==> src/rtl/core_sequencer_pkg.sv <==
// Shared encodings for the multi-cycle instruction sequencer.
// Latency: n/a (constants and types only).
// Backpressure: n/a.
//
// Contents: RV32 major opcodes, FSM state encoding, pc_sel and wb_sel encodings.
package core_pkg;

  // Major opcodes (instruction bits [6:0])
  localparam logic [6:0] OP_RTYPE  = 7'b0110011;
  localparam logic [6:0] OP_ITYPE  = 7'b0010011;
  localparam logic [6:0] OP_LUI    = 7'b0110111;
  localparam logic [6:0] OP_AUIPC  = 7'b0010111;
  localparam logic [6:0] OP_LOAD   = 7'b0000011;
  localparam logic [6:0] OP_STORE  = 7'b0100011;
  localparam logic [6:0] OP_JAL    = 7'b1101111;
  localparam logic [6:0] OP_JALR   = 7'b1100111;
  localparam logic [6:0] OP_BRANCH = 7'b1100011;

  typedef enum logic [2:0] {
    ST_FETCH  = 3'd0,
    ST_DECODE = 3'd1,
    ST_EXEC   = 3'd2,
    ST_MEM    = 3'd3,
    ST_WB     = 3'd4,
    ST_TRAP   = 3'd5
  } state_t;

  typedef enum logic [1:0] {
    PC_PLUS4  = 2'b00,
    PC_BRANCH = 2'b01,
    PC_JAL    = 2'b10,
    PC_JALR   = 2'b11
  } pc_sel_t;

  typedef enum logic [1:0] {
    WB_ALU = 2'b00,
    WB_MEM = 2'b01,
    WB_PC4 = 2'b10,
    WB_IMM = 2'b11
  } wb_sel_t;

  // Opcodes whose ALU operand B is the immediate.
  function automatic logic uses_imm(input logic [6:0] op);
    return (op == OP_ITYPE) || (op == OP_LOAD) || (op == OP_STORE) ||
           (op == OP_LUI)   || (op == OP_AUIPC) || (op == OP_JALR);
  endfunction

endpackage

==> src/rtl/core_sequencer_if.sv <==
// Bundle of the sequencer's decoder inputs, memory handshakes and datapath controls.
// Latency: n/a (wiring only).
// Backpressure: imem/dmem requests are held until their ack; no other stalls.
//
// master: the sequencer (drives requests and enables); slave: datapath/memories.
interface core_sequencer_if;
  logic [6:0] opcode;
  logic       br_taken;
  logic       imem_req;
  logic       imem_ack;
  logic       dmem_req;
  logic       dmem_we;
  logic       dmem_ack;
  logic       ir_we;
  logic       pc_we;
  logic       rf_we;
  logic [1:0] pc_sel;
  logic [1:0] wb_sel;
  logic       alu_src_a;
  logic       alu_src_b;
  logic       illegal;

  modport master (
    input  opcode, br_taken, imem_ack, dmem_ack,
    output imem_req, dmem_req, dmem_we, ir_we, pc_we, rf_we,
           pc_sel, wb_sel, alu_src_a, alu_src_b, illegal
  );

  modport slave (
    output opcode, br_taken, imem_ack, dmem_ack,
    input  imem_req, dmem_req, dmem_we, ir_we, pc_we, rf_we,
           pc_sel, wb_sel, alu_src_a, alu_src_b, illegal
  );
endinterface

==> src/rtl/core_sequencer_perf_counter.sv <==
// Retired-instruction counter: counts cycles with inc high, wrapping at 2^32.
// Latency: count reflects an inc one cycle later.
// Backpressure: none.
//
// Ports: clk, rst_n (async active-low), inc, count[31:0].
module perf_counter (
  input  logic        clk,
  input  logic        rst_n,
  input  logic        inc,
  output logic [31:0] count
);

  logic [31:0] cnt_q;

  always_ff @(posedge clk or negedge rst_n) begin
    if (!rst_n) begin
      cnt_q <= '0;
    end else if (inc) begin
      cnt_q <= cnt_q + 32'd1;
    end
  end

  assign count = cnt_q;

endmodule

==> src/rtl/core_sequencer.sv <==
// Multi-cycle control sequencer: FETCH-DECODE-EXEC-(MEM)-WB with a sticky TRAP.
// Latency: 4 cycles ALU/jump, 5 load, 4 store, 3 branch with zero-wait acks.
// Backpressure: imem_req/dmem_req held until ack; stray acks are ignored.
//
// Ports: clk, rst_n (async active-low), bus (core_sequencer_if.master),
// instret[31:0] only when PERF_CNT_EN is defined.
// Optional feature macro: PERF_CNT_EN (retired-instruction counter).
module core_sequencer
  import core_pkg::*;
(
  input  logic             clk,
  input  logic             rst_n,
  core_sequencer_if.master bus
`ifdef PERF_CNT_EN
  ,
  output logic [31:0]      instret
`endif
);

  state_t     state_q, state_d;
  logic [6:0] op_q;
  // Low only between reset release and the first clock edge, so every output
  // stays 0 while reset is asserted and imem_req rises on the first edge.
  logic       run_q;

  logic       imem_req, dmem_req, dmem_we;
  logic       ir_we, pc_we, rf_we;
  pc_sel_t    pc_sel;
  wb_sel_t    wb_sel;
  logic       alu_src_a, alu_src_b, illegal;

  always_ff @(posedge clk or negedge rst_n) begin
    if (!rst_n) begin
      state_q <= ST_FETCH;
      op_q    <= '0;
      run_q   <= 1'b0;
    end else begin
      state_q <= state_d;
      run_q   <= 1'b1;
      // The decoder output is only valid in EXEC; keep it for MEM and WB.
      if (state_q == ST_EXEC) begin
        op_q <= bus.opcode;
      end
    end
  end

  always_comb begin
    state_d   = state_q;
    imem_req  = 1'b0;
    dmem_req  = 1'b0;
    dmem_we   = 1'b0;
    ir_we     = 1'b0;
    pc_we     = 1'b0;
    rf_we     = 1'b0;
    pc_sel    = PC_PLUS4;
    wb_sel    = WB_ALU;
    alu_src_a = 1'b0;
    alu_src_b = 1'b0;
    illegal   = 1'b0;

    case (state_q)
      ST_FETCH: begin
        if (run_q) begin
          imem_req = 1'b1;
          if (bus.imem_ack) begin
            ir_we   = 1'b1;
            state_d = ST_DECODE;
          end
        end
      end

      ST_DECODE: begin
        state_d = ST_EXEC;
      end

      ST_EXEC: begin
        alu_src_b = uses_imm(bus.opcode);
        alu_src_a = (bus.opcode == OP_AUIPC);
        case (bus.opcode)
          OP_RTYPE, OP_ITYPE, OP_LUI, OP_AUIPC,
          OP_JAL, OP_JALR:    state_d = ST_WB;
          OP_LOAD, OP_STORE:  state_d = ST_MEM;
          OP_BRANCH: begin
            // A branch retires here: its single PC update happens in EXEC.
            pc_we   = 1'b1;
            pc_sel  = bus.br_taken ? PC_BRANCH : PC_PLUS4;
            state_d = ST_FETCH;
          end
          default:            state_d = ST_TRAP;
        endcase
      end

      ST_MEM: begin
        dmem_req = 1'b1;
        dmem_we  = (op_q == OP_STORE);
        if (bus.dmem_ack) begin
          if (op_q == OP_STORE) begin
            // Stores have nothing to write back; retire on the ack.
            pc_we   = 1'b1;
            state_d = ST_FETCH;
          end else begin
            state_d = ST_WB;
          end
        end
      end

      ST_WB: begin
        rf_we = 1'b1;
        pc_we = 1'b1;
        case (op_q)
          OP_JAL:  pc_sel = PC_JAL;
          OP_JALR: pc_sel = PC_JALR;
          default: pc_sel = PC_PLUS4;
        endcase
        case (op_q)
          OP_LOAD:         wb_sel = WB_MEM;
          OP_JAL, OP_JALR: wb_sel = WB_PC4;
          OP_LUI:          wb_sel = WB_IMM;
          default:         wb_sel = WB_ALU;
        endcase
        state_d = ST_FETCH;
      end

      ST_TRAP: begin
        illegal = 1'b1;
      end

      default: begin
        state_d = ST_FETCH;
      end
    endcase
  end

  assign bus.imem_req  = imem_req;
  assign bus.dmem_req  = dmem_req;
  assign bus.dmem_we   = dmem_we;
  assign bus.ir_we     = ir_we;
  assign bus.pc_we     = pc_we;
  assign bus.rf_we     = rf_we;
  assign bus.pc_sel    = pc_sel;
  assign bus.wb_sel    = wb_sel;
  assign bus.alu_src_a = alu_src_a;
  assign bus.alu_src_b = alu_src_b;
  assign bus.illegal   = illegal;

`ifdef PERF_CNT_EN
  perf_counter u_perf (
    .clk   (clk),
    .rst_n (rst_n),
    .inc   (pc_we),
    .count (instret)
  );
`endif

endmodule

==> src/flat_wrapper.sv <==
// flat-port wrapper written by rule: the top's interface ports become plain ports
module core_sequencer_flat import core_pkg::*;
  (clk, rst_n, bus_opcode, bus_br_taken, bus_imem_ack, bus_dmem_ack, bus_imem_req, bus_dmem_req, bus_dmem_we, bus_ir_we, bus_pc_we, bus_rf_we, bus_pc_sel, bus_wb_sel, bus_alu_src_a, bus_alu_src_b, bus_illegal);
  core_sequencer_if bus_i ();
  input  logic clk;
  input  logic rst_n;
  input wire logic [$bits(bus_i.opcode)-1:0] bus_opcode;
  input wire logic [$bits(bus_i.br_taken)-1:0] bus_br_taken;
  input wire logic [$bits(bus_i.imem_ack)-1:0] bus_imem_ack;
  input wire logic [$bits(bus_i.dmem_ack)-1:0] bus_dmem_ack;
  output wire logic [$bits(bus_i.imem_req)-1:0] bus_imem_req;
  output wire logic [$bits(bus_i.dmem_req)-1:0] bus_dmem_req;
  output wire logic [$bits(bus_i.dmem_we)-1:0] bus_dmem_we;
  output wire logic [$bits(bus_i.ir_we)-1:0] bus_ir_we;
  output wire logic [$bits(bus_i.pc_we)-1:0] bus_pc_we;
  output wire logic [$bits(bus_i.rf_we)-1:0] bus_rf_we;
  output wire logic [$bits(bus_i.pc_sel)-1:0] bus_pc_sel;
  output wire logic [$bits(bus_i.wb_sel)-1:0] bus_wb_sel;
  output wire logic [$bits(bus_i.alu_src_a)-1:0] bus_alu_src_a;
  output wire logic [$bits(bus_i.alu_src_b)-1:0] bus_alu_src_b;
  output wire logic [$bits(bus_i.illegal)-1:0] bus_illegal;
  assign bus_i.opcode = bus_opcode;
  assign bus_i.br_taken = bus_br_taken;
  assign bus_i.imem_ack = bus_imem_ack;
  assign bus_i.dmem_ack = bus_dmem_ack;
  assign bus_imem_req = bus_i.imem_req;
  assign bus_dmem_req = bus_i.dmem_req;
  assign bus_dmem_we = bus_i.dmem_we;
  assign bus_ir_we = bus_i.ir_we;
  assign bus_pc_we = bus_i.pc_we;
  assign bus_rf_we = bus_i.rf_we;
  assign bus_pc_sel = bus_i.pc_sel;
  assign bus_wb_sel = bus_i.wb_sel;
  assign bus_alu_src_a = bus_i.alu_src_a;
  assign bus_alu_src_b = bus_i.alu_src_b;
  assign bus_illegal = bus_i.illegal;
  core_sequencer u_core (.clk(clk), .rst_n(rst_n), .bus(bus_i));
endmodule
==> config.mk <==
export PLATFORM = sky130hd
export DESIGN_NAME = core_sequencer_flat
export DESIGN_NICKNAME = d
export VERILOG_FILES = /design/src/rtl/core_sequencer_pkg.sv /design/src/rtl/core_sequencer_if.sv /design/src/rtl/core_sequencer_perf_counter.sv /design/src/rtl/core_sequencer.sv /design/src/flat_wrapper.sv
export SDC_FILE = /design/constraint.sdc
export NUM_CORES = 1
export LEC_CHECK = 0
export CAP_MARGIN = 20
export CORE_UTILIZATION = 35
export CTS_CLUSTER_DIAMETER = 50
export DETAILED_ROUTE_END_ITERATION = 6
export PLACE_DENSITY = 0.73
export SLEW_MARGIN = 20
export SYNTH_ARGS = -nofsm -noshare
export SYNTH_HDL_FRONTEND = slang
export SYNTH_SLANG_ARGS = --single-unit
==> constraint.sdc <==
create_clock -name clk -period 2 [get_ports clk]
set_clock_uncertainty 0.1 [all_clocks]
set_input_delay 0.2 -clock clk [delete_from_list [all_inputs] [get_ports clk]]
set_output_delay 0.2 -clock clk [all_outputs]
set_load 0.03 [all_outputs]
### Word-level counts from Yosys, hierarchy flattened

Cells that the tools add are included.

* logic and storage cells: 63
* bits in writable memories: 0
* memories: 0
* ROM bits: 0
* bits in latches: 0
* register bits: 11
* output and inout port bits: 13

* divide/modulo/power cells: 0
* add/subtract/negate cells: 0
* reduce and logical (&&, ||, !) cells: 10
* multiplexer cells: 27
* shift-type cells: 0
* bitwise operators: 1
* equal/unequal tests: 22
* $mul: 0
* order comparisons: 0

Operators by type and width (count)
* == test 7 x 6 -> 1 bit (second input constant): 5
* == test 7 bit (second input constant): 5
* two-way mux 1 bit: 15
* one-hot mux 3 bit (5 select lines): 1
* == test 7 x 2 -> 1 bit (second input constant): 2
* == test 7 x 5 -> 1 bit (second input constant): 2
* two-way mux 3 bit: 4
* one-hot mux 3 bit (3 select lines): 1
* one-hot mux 2 bit (2 select lines): 2
* == test 3 x 2 -> 1 bit (second input constant): 2
* == test 3 bit (second input constant): 2
* one-hot mux 2 bit (3 select lines): 1
* OR reduction 6 bit: 1
* logical OR 1 bit: 5
* two-way mux 2 bit: 2
* inequality test 2 bit (second input constant): 2
* AND reduction 4 bit: 1
* OR reduction 2 bit: 2
* == test 3 x 1 -> 1 bit (second input constant): 1
* logical NOT 3 bit: 1
* one-hot mux 1 bit (3 select lines): 1
* inequality test 2 x 1 -> 1 bit (second input constant): 1
* NOT 1 bit: 1

### Longest topological paths before layout

Gate-level depths: netlist of run 1.

* word-level depth: 7
* gate-level depth with buffers: 5

### Worst setup path after synthesis of run 1

Ideal clock, no wire load.

* path kind: reg2out
* from: reg u_core.op_q[2]
* to: out bus_pc_we
* path buffers: 0
* cell stages (with the launch flop): 4
* setup slack: -0.459 ns
* required time: 1.700 ns
* data arrival time: 2.159 ns
* cells stage by stage: dfrtp_1 -> or3_1 -> nor4_1 -> a211o_1

* cells in the longest elaborated chain, start to end: 4

RTL lines
* from (decl): RTL line core_sequencer.sv:21 `logic [6:0] op_q;`
* from (signal assigned): RTL line core_sequencer.sv:42 `op_q <= bus.opcode;`
* == test 7 x 6 -> 1 bit: RTL line core_sequencer.sv:97 `if (op_q == OP_STORE) begin`
* two-way mux 1 bit: RTL line core_sequencer.sv:97
* two-way mux 1 bit: RTL line core_sequencer.sv:96 `if (bus.dmem_ack) begin`
* one-hot mux 1 bit (3 select lines): RTL line core_sequencer.sv:61 `case (state_q)`
* to (decl): RTL line flat_wrapper.sv:15 `output wire logic [$bits(bus_i.pc_we)-1:0] bus_pc_we;`

Every way passes these cells.

### Worst setup path after layout of run 1

* from: reg u_core.state_q[0]
* to: out bus_pc_sel[0]

* cells in the longest elaborated chain, start to end: 2

RTL lines
* from (decl): RTL line core_sequencer.sv:20 `state_t state_q, state_d;`
* from (signal assigned): RTL line core_sequencer.sv:38 `state_q <= state_d;`
* == test 3 bit / == test 3 x 2 -> 1 bit (equally long branches): RTL line core_sequencer.sv:61
* one-hot mux 2 bit (2 select lines) (*): RTL line core_sequencer.sv:61
* to (decl): RTL line flat_wrapper.sv:17 `output wire logic [$bits(bus_i.pc_sel)-1:0] bus_pc_sel;`

Mark *: on every way between the ends. The rest lies on a longest branch, timed or not.

==> results of run 1 <==
-- critical path, delay by kind of cell (launching register included) --
kind,cells,cell delay [ns]
flops,1,0.45
compound gates,1,0.16
buf+inv,1,0.13
simple gates,3,0.75
-- cells in the mapped netlist --
| cell | count | area, um2 |
|---|---|---|
| nor3b_1 | 1 | 7.51 |
| conb_1 | 1 | 3.75 |
| nor2b_1 | 1 | 6.26 |
| a2bb2oi_1 | 1 | 8.76 |
| nand2_1 | 7 | 26.3 |
| nand3_1 | 2 | 10.0 |
| a21oi_1 | 6 | 30.0 |
| buf_6 | 2 | 22.5 |
| nor3_2 | 1 | 10.0 |
| dfrtp_1 | 11 | 275 |
| o21ai_1 | 1 | 5.00 |
| o311a_1 | 1 | 10.0 |
| mux2_1 | 5 | 56.3 |
| nor4b_1 | 1 | 8.76 |
| or3_4 | 1 | 11.3 |
| nor4b_2 | 1 | 15.0 |
| o21ai_0 | 2 | 10.0 |
| buf_2 | 1 | 5.00 |
| or3_1 | 3 | 18.8 |
| a211oi_1 | 1 | 7.51 |
| nand2b_1 | 1 | 6.26 |
| and2_1 | 2 | 12.5 |
| nand3b_1 | 2 | 15.0 |
| nor2_1 | 6 | 22.5 |
| a221o_1 | 1 | 10.0 |
| nor2b_2 | 1 | 8.76 |
| and3_1 | 2 | 12.5 |
| a211o_1 | 2 | 17.5 |
| o41ai_1 | 1 | 8.76 |
| nand4b_4 | 1 | 23.8 |
| nor2b_4 | 1 | 13.8 |
| nand4_1 | 1 | 6.26 |
| nor4_1 | 1 | 6.26 |
| nor3b_4 | 1 | 18.8 |
| o21bai_1 | 1 | 7.51 |
| inv_1 | 5 | 18.8 |
| mux2_2 | 1 | 11.3 |
| a22o_1 | 1 | 8.76 |
-- state kept, by name, summed over array words and instances (netlist names) --
signal          cells
u_core.op_q         7
u_core.run_q        1
u_core.state_q      3
-- path summary, 6_finish.rpt --
kind,startpoint,to,slack [ns],cells past startpoint
max in group asynchronous,rst_n,u_core.state_q[0]$_DFFE_PN0P_,1.25,1
min,rst_n,u_core.op_q[0]$_DFFE_PN0P_,0.16,1
max,u_core.state_q[0]$_DFFE_PN0P_,bus_pc_sel[0],-0.07,5
min reg2reg,u_core.op_q[1]$_DFFE_PN0P_,u_core.op_q[1]$_DFFE_PN0P_,0.44,1
max reg2reg,u_core.state_q[2]$_DFFE_PN0P_,u_core.op_q[2]$_DFFE_PN0P_,0.32,3
min in group clk,u_core.op_q[1]$_DFFE_PN0P_,u_core.op_q[1]$_DFFE_PN0P_,0.44,1
-- what timing repair did --
| action | CTS | global route |
|---|---|---|
| setup buffers | 2 | 3 |
| pin swaps | 2 | 1 |
| gates resized for setup | 13 | 7 |
| setup endpoints to repair | 10 | 8 |
-- routing by layer --
layer,track usage,wire (um),up-vias
met3,0.0218,112,4
met1,0.244,981,364
li1,-,-,372
met5,0,0,-
met4,0.0882,29,0
met2,0.311,1070,31
-- cells by family after synthesis --
kind of cell,after synthesis,synth area share
and+or+nand+nor,37,0.335
AOI/OAI and AO/OA,18,0.159
DFF,11,0.354
buffers and inverters,8,0.0596
muxes,6,0.0870
other,1,0.00483
-- power by group through the flow --
stage | registers (W) | logic, W | clock network, W
floorplan | 0.000228 | 0.0000107 | 0
global placement | 0.000228 | 0.0000516 | 0
detailed placement | 0.000228 | 0.0000518 | 0
CTS | 0.000224 | 0.0000541 | 0.000163
global route | 0.000224 | 0.0000585 | 0.000174
finish | 0.000224 | 0.0000542 | 0.000163
-- through the flow --
stage	setup TNS [ns]	utilization	instances	instance area [um2]	worst slack [ns]
final	-0.119	0.587	148	1190	-0.0703
after detailed placement	-0.0470	0.542	139	1100	-0.0309
after global routing	-0.303	0.587	148	1190	-0.119
after CTS	-0.103	0.572	145	1160	-0.0623
after floorplan	-0.0731	-	81	790	-0.0731
after global placement	-0.0291	0.542	139	1100	-0.0291
-- layout make-up --
type | count | area [um2]
sequential | 11 | 277
timing repair buffer | 39 | 338
tap | 27 | 33.8
clock buffer | 3 | 22.5
inverter | 5 | 18.8
clock inverter | 1 | 5.00
multi-input combinational | 62 | 492
fill | 174 | 836
==> run_results.csv, run 1 <==
group,metric,value,unit
status,run_status,"finished, violations left",
status,failed_checks,"negative setup slack",
clock_network,cts.hold.buffers_added,0,
worst_setup_path,critPathArrivalTime,1.77,ns
floorplanning,die-area,2410,um2
finish,mostFrequentLayoutCells,"buf_4, clkdlybuf4s50_1, dfrtp_1",
route,vias,771,
power,p_int,0.000325,W
worst_setup_path,slowest_delay,0.45,ns
place,detailed_place_hpwl,1590,um
worst_hold_path,holdCritPathClass,"in2async",
worst_setup_path,slowest_stage,"dfrtp_2",
timing,relSlewSlack,0.647,
timing,worst_slew_pin_slew,0.528,ns
grt,grt_antenna_before_repair,0,
worst_setup_path,worst-endpoint-required,1.70,ns
grt,grt_pass1_vias,715,
route,firstDrtPassIters,4,
power,comb_power_share,0.123,
floorplanning,dieHeight,49.1,um
clock_network,root_buffer,"clkbuf_4",
route,wl_per_cell,14.8,um
floorplanning,initial_core_util,0.384,
timing,hold_violations,0,
clock_network,cts_tree,"built",
power,p_sw,0.000115,W
synth,synth_nets,93,
clock_network,clk_latency,0.28,ns
grt,gr-usage-all-layers,0.189,
synth,synthCells,81,
timing,finalSetupViolCount,3,
power,power.density,372,nW/um2
place,io_buffer_count,24,
clock_network,cts_buffers,3,
route,antenna_left,0,
power,leakage,0.595,nW
grt,overflow,0,
clock_network,cts_buffer_depth,2,
timing,fin_crit,2.07,ns
place,gp_congestion,0.778,
finish,area_growth,52.7,%
power,vdd_drop_max,0.336,mV
synth,ys_ff_latch,11,
clock_network,cts_max_level,1,
power,p_total,0.000441,W
clock_network,cts.sinks,11,
route,dr.first_iter.drc_count,26,
finish,final_common_cell,"buf_4",
synth,synth-seq-area-share,0.354,
clock_network,clk_pin_slew,0.09,ns
route,totalWireLength,2190,um
floorplanning,io_pins,25,
worst_setup_path,path_cells,"nand4b_4, or3_4, nor3_4, a22o_1, buf_6",
timing,period_share,1.04,
finish,antenna_cells,0,
route,drc,0,
synth,avgSynthCellArea,9.59,um2
worst_setup_path,endpoint_kind,"output port",
finish,nets,134,
synth,netlist-cell-type-count,38,
floorplanning,die_w,49.1,um
grt,grt_max_degree,12,
worst_setup_path,startpoint_type,"flop",
power,swShare,0.262,
route,routed_via_density,5.21,
run,cap_violations,0,
synth,syn-cell-area,777,um2
worst_setup_path,cp_max_fo,5,
power,seqPwrFrac,0.508,
grt,grt_pass1_wl,3390,um
worst_setup_path,path_class,"reg2out",
floorplanning,rows,16,
timing,timing.hold.ws,0.161,ns
floorplanning,core_area,2020,um2
power,clkPwrFrac,0.369,
synth,yosys_warnings,0,
finish,drive_above_1_share,0.314,
timing,rsz0062_at_grt,"yes",
timing,drv_slew,0,
timing,layout_setup_ws,-0.0703,ns
timing,max_freq,483,MHz
No activity file was read; power rests on OpenSTA's default activity.
==> inputs of run 2 (changes only) <==
--- a/config.mk
+++ b/config.mk
@@ -5,11 +5,13 @@
 export SDC_FILE = /design/constraint.sdc
 export NUM_CORES = 1
 export LEC_CHECK = 0
+export ABC_AREA = 1
+export ABC_CLOCK_PERIOD_IN_PS = 2000
 export CAP_MARGIN = 20
 export CORE_UTILIZATION = 35
 export CTS_CLUSTER_DIAMETER = 50
 export DETAILED_ROUTE_END_ITERATION = 6
-export PLACE_DENSITY = 0.73
+export PLACE_DENSITY = 0.74
 export SLEW_MARGIN = 20
 export SYNTH_ARGS = -nofsm -noshare
 export SYNTH_HDL_FRONTEND = slang
==> run 2 against run 1 <==
- the run now ends clean
- register-to-register slack gained 0.17 ns
- clock power shrank 7%
- clock-buffer cell count grew 1
- critical path type unchanged
- global-route usage grew 0.81 points
==> run_results.csv, run 2 <==
group,metric,value,unit
place,detailed_place_hpwl,1440,um
finish,mostFrequentLayoutCells,"nand2_1, inv_1, nand3_1, clkdlybuf4s50_1",
clock_network,cts_max_level,1,
clock_network,clk_latency,0.27,ns
timing,period_share,0.959,
synth,ys.flop_type,"dfrtp_1",
route,totalWireLength,1730,um
worst_setup_path,path_class,"reg2out",
timing,tns,0,ns
timing,drv_slew,0,
power,seqPwrFrac,0.344,
worst_setup_path,slowest_stage,"clkdlybuf4s50_1",
power,swShare,0.440,
grt,grt_antenna_before_repair,0,
worst_setup_path,worst-endpoint-required,1.70,ns
power,p_int,0.000639,W
worst_setup_path,endpoint_kind,"output port",
route,dr.first_iter.drc_count,7,
timing,layout_setup_ws,0.0826,ns
route,routed_via_density,4.71,
worst_setup_path,critPathArrivalTime,1.62,ns
route,drc,0,
worst_setup_path,slowest_delay,0.66,ns
route,wl_per_cell,10.1,um
place,io_buffer_count,24,
grt,grt_max_degree,12,
finish,top_regs,"u_core.op_q: 7 flops, u_core.state_q: 3 flops, u_core.run_q: 1 flops",
timing,fin_crit,1.92,ns
finish,num-fill-cells,197,
power,power.density,1080,nW/um2
grt,grt_pass1_vias,745,
grt,grt_pass1_wl,2980,um
power,leakage,0.586,nW
floorplanning,die_w,47.7,um
clock_network,cts_tree,"built",
power,p_sw,0.000502,W
run,cap_violations,0,
finish,final_common_cell,"nand2_1",
clock_network,cts.sinks,11,
worst_setup_path,path_cells,"inv_2, nand3_2, inv_1, clkdlybuf4s50_1",
clock_network,cts_buffer_depth,2,
route,vias,806,
synth,synthCells,112,
synth,synth_nets,124,
grt,overflow,0,
synth,ys_ff_latch,11,
synth,yosys_warnings,0,
worst_hold_path,holdCritPathClass,"in2async",
clock_network,clk_pin_slew,0.07,ns
floorplanning,core_area,1960,um2
route,firstDrtPassIters,4,
synth,synth_most_common_cell,"nand2_1",
synth,syn-cell-area,729,um2
floorplanning,initial_core_util,0.372,
synth,synth.top_cells.by_count,"nand2_1, inv_1, nand3_1",
synth,ys_async_sr_fraction,1.00,
floorplanning,io_pins,25,
finish,drive_above_1_share,0.167,
synth,synth_top_cell_area_share,0.377,
place,gp_congestion,0.772,
route,antenna_left,0,
floorplanning,die-area,2270,um2
synth,synth-seq-area-share,0.377,
synth,synthTopCellsByArea,"dfrtp_1, nand2_1, inv_1, nand3_1, o21ai_0",
finish,regMostFlops,"u_core.op_q",
floorplanning,rows,16,
synth,netlist-cell-type-count,20,
timing,finalSetupViolCount,0,
synth,synth_edf_count,0,
floorplanning,dieHeight,47.7,um
clock_network,cts_setup_buffers,0,
worst_setup_path,cp_max_fo,4,
status,run_status,"finished, final reports clean",
synth,synth_largest_area_cell,"dfrtp_1",
clock_network,cts_buffers,3,
finish,largest_reg_flops,7,
worst_setup_path,cp_num_buf_inv,3,
power,vdd_drop_max,0.401,mV
power,clkPwrFrac,0.134,
finish,nets,157,
timing,hold_violations,0,
synth,avgSynthCellArea,6.51,um2
finish,antenna_cells,0,
finish,area_growth,44.9,%
timing,max_freq,522,MHz
worst_setup_path,critPathTopFamily,"buffers and inverters",
power,comb_power_share,0.523,
grt,gr-usage-all-layers,0.197,
timing,rsz0062_at_grt,"no",
clock_network,root_buffer,"clkbuf_4",
clock_network,cts.hold.buffers_added,0,
worst_setup_path,startpoint_type,"flop",
place,pre_cts_slack,0.0900,ns
[run 2: final cells by class]
class | instances | area, um2 | share of cell area
clock buffers | 4 | 26.3 | 0.0249
well taps | 27 | 33.8 | 0.0320
flip-flops and latches | 11 | 275 | 0.260
repair buffers | 29 | 250 | 0.237
multi-input cells | 80 | 397 | 0.375
inverters | 20 | 75.1 | 0.0710
[run 2: what timing repair did]
action / 4_1_cts / 5_1_grt
setup endpoints to repair: 8 / 6
hold endpoints to repair: 0 / 0
gates resized for setup: 9 / 10
[run 2: layer usage]
| layer | vias to the layer above | global-route usage | share of wire |
|---|---|---|---|
| met1 | 364 | 0.256 | 0.48 |
| met3 | 5 | 0.0226 | 0.029 |
| li1 | 419 | - | - |
| met2 | 18 | 0.307 | 0.46 |
| met4 | 0 | 0.133 | 0.033 |
| met5 | - | 0 | 0 |
[run 2: worst paths after layout]
path | from | end | slack (ns) | cells after the start
worst max-delay path | u_core.state_q[2]$_DFFE_PN0P_ | bus_dmem_req | 0.08 | 4
worst min-delay path | rst_n | u_core.state_q[1]$_DFFE_PN0P_ | 0.15 | 1
worst max register to register | u_core.state_q[0]$_DFFE_PN0P_ | u_core.state_q[2]$_DFFE_PN0P_ | 0.49 | 7
worst min register to register | u_core.op_q[0]$_DFFE_PN0P_ | u_core.op_q[0]$_DFFE_PN0P_ | 0.39 | 2
max in group asynchronous | rst_n | u_core.op_q[0]$_DFFE_PN0P_ | 1.32 | 1
min in group clk | u_core.op_q[0]$_DFFE_PN0P_ | u_core.op_q[0]$_DFFE_PN0P_ | 0.39 | 2
[run 2: cells by family after synthesis]
kind of cell / count (synthesis) / share of synthesized area
AND/OR/NAND/NOR: 66 / 0.405
other: 1 / 0.00514
buffers and inverters: 21 / 0.110
AO/OA/AOI/OAI: 13 / 0.103
flip-flops: 11 / 0.377
[run 2: worst register-to-register path, stage by stage, from the launching register on]
cell     delay, ns
dfrtp_1       0.41
inv_1         0.08
buf_4         0.14
nand3_1       0.13
buf_4         0.17
o21ai_2       0.15
nor2_2        0.05
a21o_1        0.17
[run 2: power by group through the flow]
stage               Combinational, W  Sequential (W)  Clock, W
detailed placement          0.000591        0.000397         0
floorplan                   0.000378        0.000384         0
finish                      0.000597        0.000392  0.000152
CTS                         0.000590        0.000393  0.000157
global route                0.000685        0.000410  0.000162
global placement            0.000579        0.000390         0
[run 2: metrics by stage]
step / hold slack (ns) / power, W / instances / area (um2) / util
2_1_floorplan: -0.196 / 0.000762 / 112 / 734 / -
3_3_place_gp: 0.365 / 0.000969 / 167 / 1030 / 0.526
3_5_place_dp: 0.373 / 0.000988 / 167 / 1030 / 0.526
4_1_cts: 0.158 / 0.00114 / 171 / 1050 / 0.537
5_1_grt: 0.197 / 0.00126 / 171 / 1060 / 0.539
6_report: 0.145 / 0.00114 / 171 / 1060 / 0.539
